## src/rtl/alu_op_decoder.sv

```systemverilog
// -----------------------------------------------------------------------------
// alu_op_decoder
//   Main control decoder for a MIPS-style single-issue datapath. The opcode
//   (instruction[31:26]) and, for R-type only, the function field
//   (instruction[5:0]) are decoded combinationally into ALU and datapath
//   controls. Every control is registered, so a decode issued on one rising
//   edge is visible on the outputs right after that edge, once per cycle.
//
// Ports
//   clk          rising-edge clock
//   rst_n        asynchronous active-low reset, clears every output
//   op           instruction[31:26]
//   funct        instruction[5:0], looked at only when op == 0x00
//   alu_op       ALU operation code
//   reg_write    write the register file
//   reg_dst      destination is rd (else rt)
//   alu_src      ALU B operand is the immediate
//   zero_extend  immediate is zero-extended (else sign-extended)
//   mem_read     load
//   mem_write    store
//   mem_to_reg   write-back data comes from memory
//   branch       conditional branch
//   bne_or_beq   1 = bne, 0 = beq (meaningful only with branch)
//   jump         j or jal
//   is_jal       jal, link to $31
//   is_jr        jr
//   is_syscall   syscall
//   is_shamt     ALU A operand is the shamt field
//   is_cop0      coprocessor-0 opcode (0x10)
//   read_rs      instruction reads rs
//   read_rt      instruction reads rt
// -----------------------------------------------------------------------------
module alu_op_decoder (
  input  logic       clk,
  input  logic       rst_n,
  input  logic [5:0] op,
  input  logic [5:0] funct,
  output logic [3:0] alu_op,
  output logic       reg_write,
  output logic       reg_dst,
  output logic       alu_src,
  output logic       zero_extend,
  output logic       mem_read,
  output logic       mem_write,
  output logic       mem_to_reg,
  output logic       branch,
  output logic       bne_or_beq,
  output logic       jump,
  output logic       is_jal,
  output logic       is_jr,
  output logic       is_syscall,
  output logic       is_shamt,
  output logic       is_cop0,
  output logic       read_rs,
  output logic       read_rt
);

  typedef enum logic [3:0] {
    ALU_SLL  = 4'b0000,
    ALU_SRA  = 4'b0001,
    ALU_SRL  = 4'b0010,
    ALU_ADD  = 4'b0101,
    ALU_SUB  = 4'b0110,
    ALU_AND  = 4'b0111,
    ALU_OR   = 4'b1000,
    ALU_XOR  = 4'b1001,
    ALU_NOR  = 4'b1010,
    ALU_SLT  = 4'b1011,
    ALU_SLTU = 4'b1100
  } aluOpT;

  typedef struct packed {
    aluOpT aluOp;
    logic  regWrite;
    logic  regDst;
    logic  aluSrc;
    logic  zeroExtend;
    logic  memRead;
    logic  memWrite;
    logic  memToReg;
    logic  branch;
    logic  bneOrBeq;
    logic  jump;
    logic  isJal;
    logic  isJr;
    logic  isSyscall;
    logic  isShamt;
    logic  isCop0;
    logic  readRs;
    logic  readRt;
  } ctrlT;

  ctrlT dec;
  ctrlT ctrlQ;

  // Shared controls for the twelve R-type ALU instructions; the shifts take
  // their A operand from shamt instead of rs.
  function automatic ctrlT rAlu(input aluOpT code, input logic isShift);
    ctrlT c;
    c          = '0;
    c.aluOp    = code;
    c.regWrite = 1'b1;
    c.regDst   = 1'b1;
    c.readRt   = 1'b1;
    c.readRs   = ~isShift;
    c.isShamt  = isShift;
    return c;
  endfunction

  // Shared controls for the immediate ALU instructions.
  function automatic ctrlT iAlu(input aluOpT code, input logic zext);
    ctrlT c;
    c            = '0;
    c.aluOp      = code;
    c.regWrite   = 1'b1;
    c.aluSrc     = 1'b1;
    c.readRs     = 1'b1;
    c.zeroExtend = zext;
    return c;
  endfunction

  // NOTE: dec gets an all-zero default before the case so every path assigns
  // it; without it an unlisted opcode would hold the old value and infer a latch.
  // The all-zero default is also the decode for every undefined op/funct.
  always_comb begin
    dec = '0;
    case (op)
      6'h00: begin
        // funct is only inspected here, so X on funct cannot leak into
        // the decode of any other opcode.
        case (funct)
          6'h00: dec = rAlu(ALU_SLL,  1'b1);
          6'h02: dec = rAlu(ALU_SRL,  1'b1);
          6'h03: dec = rAlu(ALU_SRA,  1'b1);
          6'h20: dec = rAlu(ALU_ADD,  1'b0);
          6'h21: dec = rAlu(ALU_ADD,  1'b0);
          6'h22: dec = rAlu(ALU_SUB,  1'b0);
          6'h24: dec = rAlu(ALU_AND,  1'b0);
          6'h25: dec = rAlu(ALU_OR,   1'b0);
          6'h26: dec = rAlu(ALU_XOR,  1'b0);
          6'h27: dec = rAlu(ALU_NOR,  1'b0);
          6'h2A: dec = rAlu(ALU_SLT,  1'b0);
          6'h2B: dec = rAlu(ALU_SLTU, 1'b0);
          6'h08: begin
            dec.isJr   = 1'b1;
            dec.readRs = 1'b1;
          end
          6'h0C: dec.isSyscall = 1'b1;
          default: dec = '0;
        endcase
      end
      6'h08, 6'h09: dec = iAlu(ALU_ADD, 1'b0);
      6'h0A:        dec = iAlu(ALU_SLT, 1'b0);
      6'h0C:        dec = iAlu(ALU_AND, 1'b1);
      6'h0D:        dec = iAlu(ALU_OR,  1'b1);
      6'h0E:        dec = iAlu(ALU_XOR, 1'b1);
      6'h23: begin
        dec.aluOp    = ALU_ADD;
        dec.regWrite = 1'b1;
        dec.aluSrc   = 1'b1;
        dec.memRead  = 1'b1;
        dec.memToReg = 1'b1;
        dec.readRs   = 1'b1;
      end
      6'h2B: begin
        dec.aluOp    = ALU_ADD;
        dec.aluSrc   = 1'b1;
        dec.memWrite = 1'b1;
        dec.readRs   = 1'b1;
        dec.readRt   = 1'b1;
      end
      6'h04, 6'h05: begin
        dec.aluOp    = ALU_SUB;
        dec.branch   = 1'b1;
        dec.bneOrBeq = op[0];
        dec.readRs   = 1'b1;
        dec.readRt   = 1'b1;
      end
      6'h02: dec.jump = 1'b1;
      6'h03: begin
        dec.jump     = 1'b1;
        dec.isJal    = 1'b1;
        dec.regWrite = 1'b1;
      end
      6'h10: dec.isCop0 = 1'b1;
      default: dec = '0;
    endcase
  end

  // NOTE: state is updated with non-blocking assignments so every register
  // samples the pre-edge decode, independent of statement order.
  // NOTE: the output register is reset (it is control, not a data array), so a
  // reset asserted mid-stream discards the pending decode at once.
  always_ff @(posedge clk or negedge rst_n) begin
    if (!rst_n) begin
      ctrlQ <= '0;
    end else begin
      ctrlQ <= dec;
    end
  end

  assign alu_op      = ctrlQ.aluOp;
  assign reg_write   = ctrlQ.regWrite;
  assign reg_dst     = ctrlQ.regDst;
  assign alu_src     = ctrlQ.aluSrc;
  assign zero_extend = ctrlQ.zeroExtend;
  assign mem_read    = ctrlQ.memRead;
  assign mem_write   = ctrlQ.memWrite;
  assign mem_to_reg  = ctrlQ.memToReg;
  assign branch      = ctrlQ.branch;
  assign bne_or_beq  = ctrlQ.bneOrBeq;
  assign jump        = ctrlQ.jump;
  assign is_jal      = ctrlQ.isJal;
  assign is_jr       = ctrlQ.isJr;
  assign is_syscall  = ctrlQ.isSyscall;
  assign is_shamt    = ctrlQ.isShamt;
  assign is_cop0     = ctrlQ.isCop0;
  assign read_rs     = ctrlQ.readRs;
  assign read_rt     = ctrlQ.readRt;

endmodule

```

## config.mk

```make
export PLATFORM = sky130hd
export DESIGN_NAME = alu_op_decoder
export DESIGN_NICKNAME = d
export VERILOG_FILES = /design/src/rtl/alu_op_decoder.sv
export SDC_FILE = /design/constraint.sdc
export NUM_CORES = 1
export LEC_CHECK = 0
export ABC_AREA = 1
export BUFFER_PORTS_ARGS = -buffer_cell sky130_fd_sc_hd__buf_2
export CAP_MARGIN = 20
export CORE_MARGIN = 4
export CORE_UTILIZATION = 45
export DETAILED_ROUTE_END_ITERATION = 8
export PLACE_DENSITY = 0.73
export SYNTH_ARGS = -nofsm -noshare
export SYNTH_HDL_FRONTEND = slang
export SYNTH_SLANG_ARGS = --single-unit
export TNS_END_PERCENT = 100
```

## constraint.sdc

```tcl
create_clock -name clk -period 0.8 [get_ports clk]
set_input_delay 0.04 -clock clk [delete_from_list [all_inputs] [get_ports clk]]
set_output_delay 0.04 -clock clk [all_outputs]
set_load 0.1 [all_outputs]
```

# ---- Yosys cells after proc, flatten, opt, wreduce, memory -nomap -nowiden
# Index checks and enable logic that the tools add are counted.
dict set report word_totals {
  latch_bits 0
  inputBits 14
  regBits 21
  rom_bits 0
  out_inout_bits 21
  mem_bits_rw 0
  n_memories 0
  elab_cells 79
}
dict set report classes {
  mux 21
  magnitude_cmp 0
  multipliers 0
  add_sub_neg 0
  eq_ne 26
  bitwise_logic 0
  n_div 0
  n_shift 0
  reduce_logical 14
}
# op count
set ops {}
lappend ops {{$pmux W15 S11} 1}
lappend ops {{$eq A6 B6 Y1 const B} 11}
lappend ops {{$eq A6 B4 Y1 const B} 8}
lappend ops {{$pmux W4 S7} 1}
lappend ops {{$eq A6 B2 Y1 const B} 4}
lappend ops {{$pmux W1 S2} 11}
lappend ops {{$reduce_or A10 Y1} 2}
lappend ops {{$reduce_or A8 Y1} 2}
lappend ops {{$eq A6 B3 Y1 const B} 2}
lappend ops {{$logic_not A6 Y1} 2}
lappend ops {{$reduce_or A12 Y1} 1}
lappend ops {{$reduce_or A3 Y1} 3}
lappend ops {{$eq A6 B5 Y1 const B} 1}
lappend ops {{$reduce_or A2 Y1} 3}
lappend ops {{$mux W1} 5}
lappend ops {{$pmux W2 S2} 1}
lappend ops {{$reduce_or A4 Y1} 1}
lappend ops {{$mux W3} 1}
lappend ops {{$mux W2} 1}

# ---- Depth between registers and ports, before layout
dict set report logic_depth {
  word_depth 4
  depth_mapped 8
  ltp_nobuf 8
}

# ---- Least setup slack after synthesis
# Ideal clock, no wire load.
dict set report synth_path {
  path_kind {flip-flop to output port}
  startpoint {register mem_read (netlist name)}
  endpoint {output mem_to_reg}
  path_stages_with_launch 2
  setup_slack_ps -564
  path_buffers 1
  required_ps 760
  arrival_ps 1324
  path_cell_list {dfrtp_1 > buf_4}
}
# item line
set synth_rtl {}
lappend synth_rtl {{end, declared} 45} ;# output logic mem_to_reg,

==> results.cfg <==
[run_status]
status = finished, violations left
failed_checks = negative setup slack

[global_route]
global_route.overflow_total = 0
first_global_vias = 1189
first_pass_grt_wire_length_mm = 5.65
maximum_number_of_pins_on_one_net_before_global_route_repair = 21
globalRouteTotalUtil_pct = 22.9
grt_antenna_before_repair = 0

[hold_path]
hold_path.startpoint = op[0]
worstHoldPathType = in2reg

[floorplan]
boundaryPins = 35
floorplan.initialDensity_pct = 49.4
placeableCoreArea_um2 = 2060
die-area_um2 = 3090
die_h_um = 55.6
die_width_um = 55.6
num_rows = 16

[place]
hpwl_mm = 2.59
io_buffers = 34
finalWeightedCongestion = 0.827

[sta]
hold_slack_ps = 21.5
finalWorstSetupSlack_ps = -230
setup-violations-final = 21
maxSlewHeadroom_pct = 70.2
rsz0062_at_grt = true
worstMarginPinSlew_ps = 447
final-hold-violation-count = 0
fin_crit_sh_pct = 129
fmax_mhz = 971
period_minus_slack_ps = 1030
final-max-slew-violation-count = 0

[logic_synthesis]
synth_area_um2 = 1020
mean_instance_size_in_the_synthesized_netlist_um2 = 7.54
ys_top_cells_by_area = sky130_fd_sc_hd__dfrtp_1, sky130_fd_sc_hd__nand3_1, sky130_fd_sc_hd__nand2_1
postSynth.topFlopCell = sky130_fd_sc_hd__dfrtp_1
netlist_top_cells_count = sky130_fd_sc_hd__nand2_1, sky130_fd_sc_hd__nor2_1, sky130_fd_sc_hd__nand3_1, sky130_fd_sc_hd__inv_1, sky130_fd_sc_hd__dfrtp_1
synth_edf_count = 0
synth.net_count = 149
synth_sequential_area_ratio_pct = 49.1
synth_area_leader_cell = sky130_fd_sc_hd__dfrtp_1
synth_async_sr_flop_share_pct = 100
synthesis.yosys.warnings = 0
ys_ff_latch = 20
yosys.cell_types.count = 16
synth_largest_type_area_fraction_pct = 49.1
netlist_instances = 135

[critical_path]
path_class = reg2out
worst_setup_sp_type = flop
worst_path_max_delay_cell = sky130_fd_sc_hd__dfrtp_4
critPathArrivalTime_ps = 990
critical-path-top-delay-family = flip-flops
worst_setup_path_end_kind = output port
startpoint = mem_read
crit_fanout = 2
path_cells = buf_12
critPathBufInv = 1
timing.critical_path.required_ps = 760
critical_path.max_stage_delay_ps = 520

[clock_network]
clk_pin_slew_worst_paths_ps = 110
ctsLongestPathBuffers = 2
cts_inserted_buffers = 3
htree_levels = 1
root_buffer = sky130_fd_sc_hd__clkbuf_4
cts_tree = built
clock_sinks = 20

[finish]
largest_register_ffs = 4
utilization_pct = 88.2
post_route_cells_drive_above_1_share_pct = 51.8
insertedDiodeCount = 0
area_delta_synth_final_pct = 78.5
num-nets-final = 209

[routing]
drcViolationCount = 0
drt-wirelength-per-cell_um = 16.9
vias_per_cell = 5.58
drtIter0Drc = 51
drtAntennaViolNets = 0
num_vias = 1227
drt-total-wl_mm = 3.71
detail_route.first_pass.iterations = 4

[pwr]
vdd.ir_drop.worst_uv = 953
total_leakage_power_nw = 0.942
powerDensity_nw_per_um2 = 1200

[job]
maxCapViolCount = 0
cell families after synthesis:
logic type      Yosys count  synth area share (%)
compound gates            6                  3.44
buf+inv                  25                  9.58
flops                    20                  49.1
simple gates             84                  37.8
final timing paths:
check	cells past startpoint	slack (ps)	endpoint
setup / recovery	1	-230	mem_to_reg
hold / removal	3	20	bne_or_beq
max in group asynchronous	2	240	read_rs
min in group asynchronous	2	220	bne_or_beq
cells in the final DEF (no fill, tap or decap), drive strengths merged:
| cell | Yosys | final |
|---|---|---|
| a21oi | 2 | 2 |
| a31oi | 1 | 1 |
| buf | 1 | 53 |
| clkbuf | 0 | 3 |
| dfrtp | 20 | 20 |
| dlygate4sd3 | 0 | 3 |
| inv | 24 | 24 |
| nand2 | 24 | 24 |
| nand3 | 23 | 23 |
| nand4 | 5 | 5 |
| nor2 | 27 | 27 |
| nor3 | 5 | 5 |
| o21ai | 3 | 3 |
routing by layer:
metal  wire [µm]  vias to the layer above  GRT usage, %  share of wire, %
li1            -                      549             -                 -
met1        1340                      577          26.5                36
met2        1910                       81          41.9                52
met3         283                       20          2.32               7.6
met4         172                        0          10.8               4.6
met5           0                        -             0                 0
per-stage QoR:
| step | power (mW) | instance area (µm²) | setup slack, ps | cells | setup TNS [ps] |
|---|---|---|---|---|---|
| floorplan | 1.39 | 1050 | -110 | 135 | -110 |
| global placement | 1.67 | 1690 | -159 | 213 | -1600 |
| detailed placement | 1.69 | 1690 | -320 | 213 | -3080 |
| CTS | 2.14 | 1750 | -235 | 219 | -2910 |
| global route | 2.30 | 1820 | -265 | 220 | -3610 |
| finish | 2.18 | 1820 | -230 | 220 | -2880 |
area by class of cell:
class,count,area (µm²)
clock buffer,3,22.5
fill,82,244
inverter,24,90.1
multi-input combinational,90,485
sequential,20,528
tap,27,33.8
timing repair buffer,56,658
power breakdown:
| part | switching [mW] | internal, mW | total, mW |
|---|---|---|---|
| registers | 0.0235 | 1.04 | 1.06 |
| clock network | 0.280 | 0.175 | 0.455 |
| logic | 0.428 | 0.235 | 0.664 |
repair_timing:
action,CTS,global route
endpoints found under the hold margin,22,0
pin swaps,0,3
hold buffers,3,0
endpoints found under the setup margin,24,28
setup buffers,0,1
resized for setup,1,18
Power figures use the tool's default switching activity.
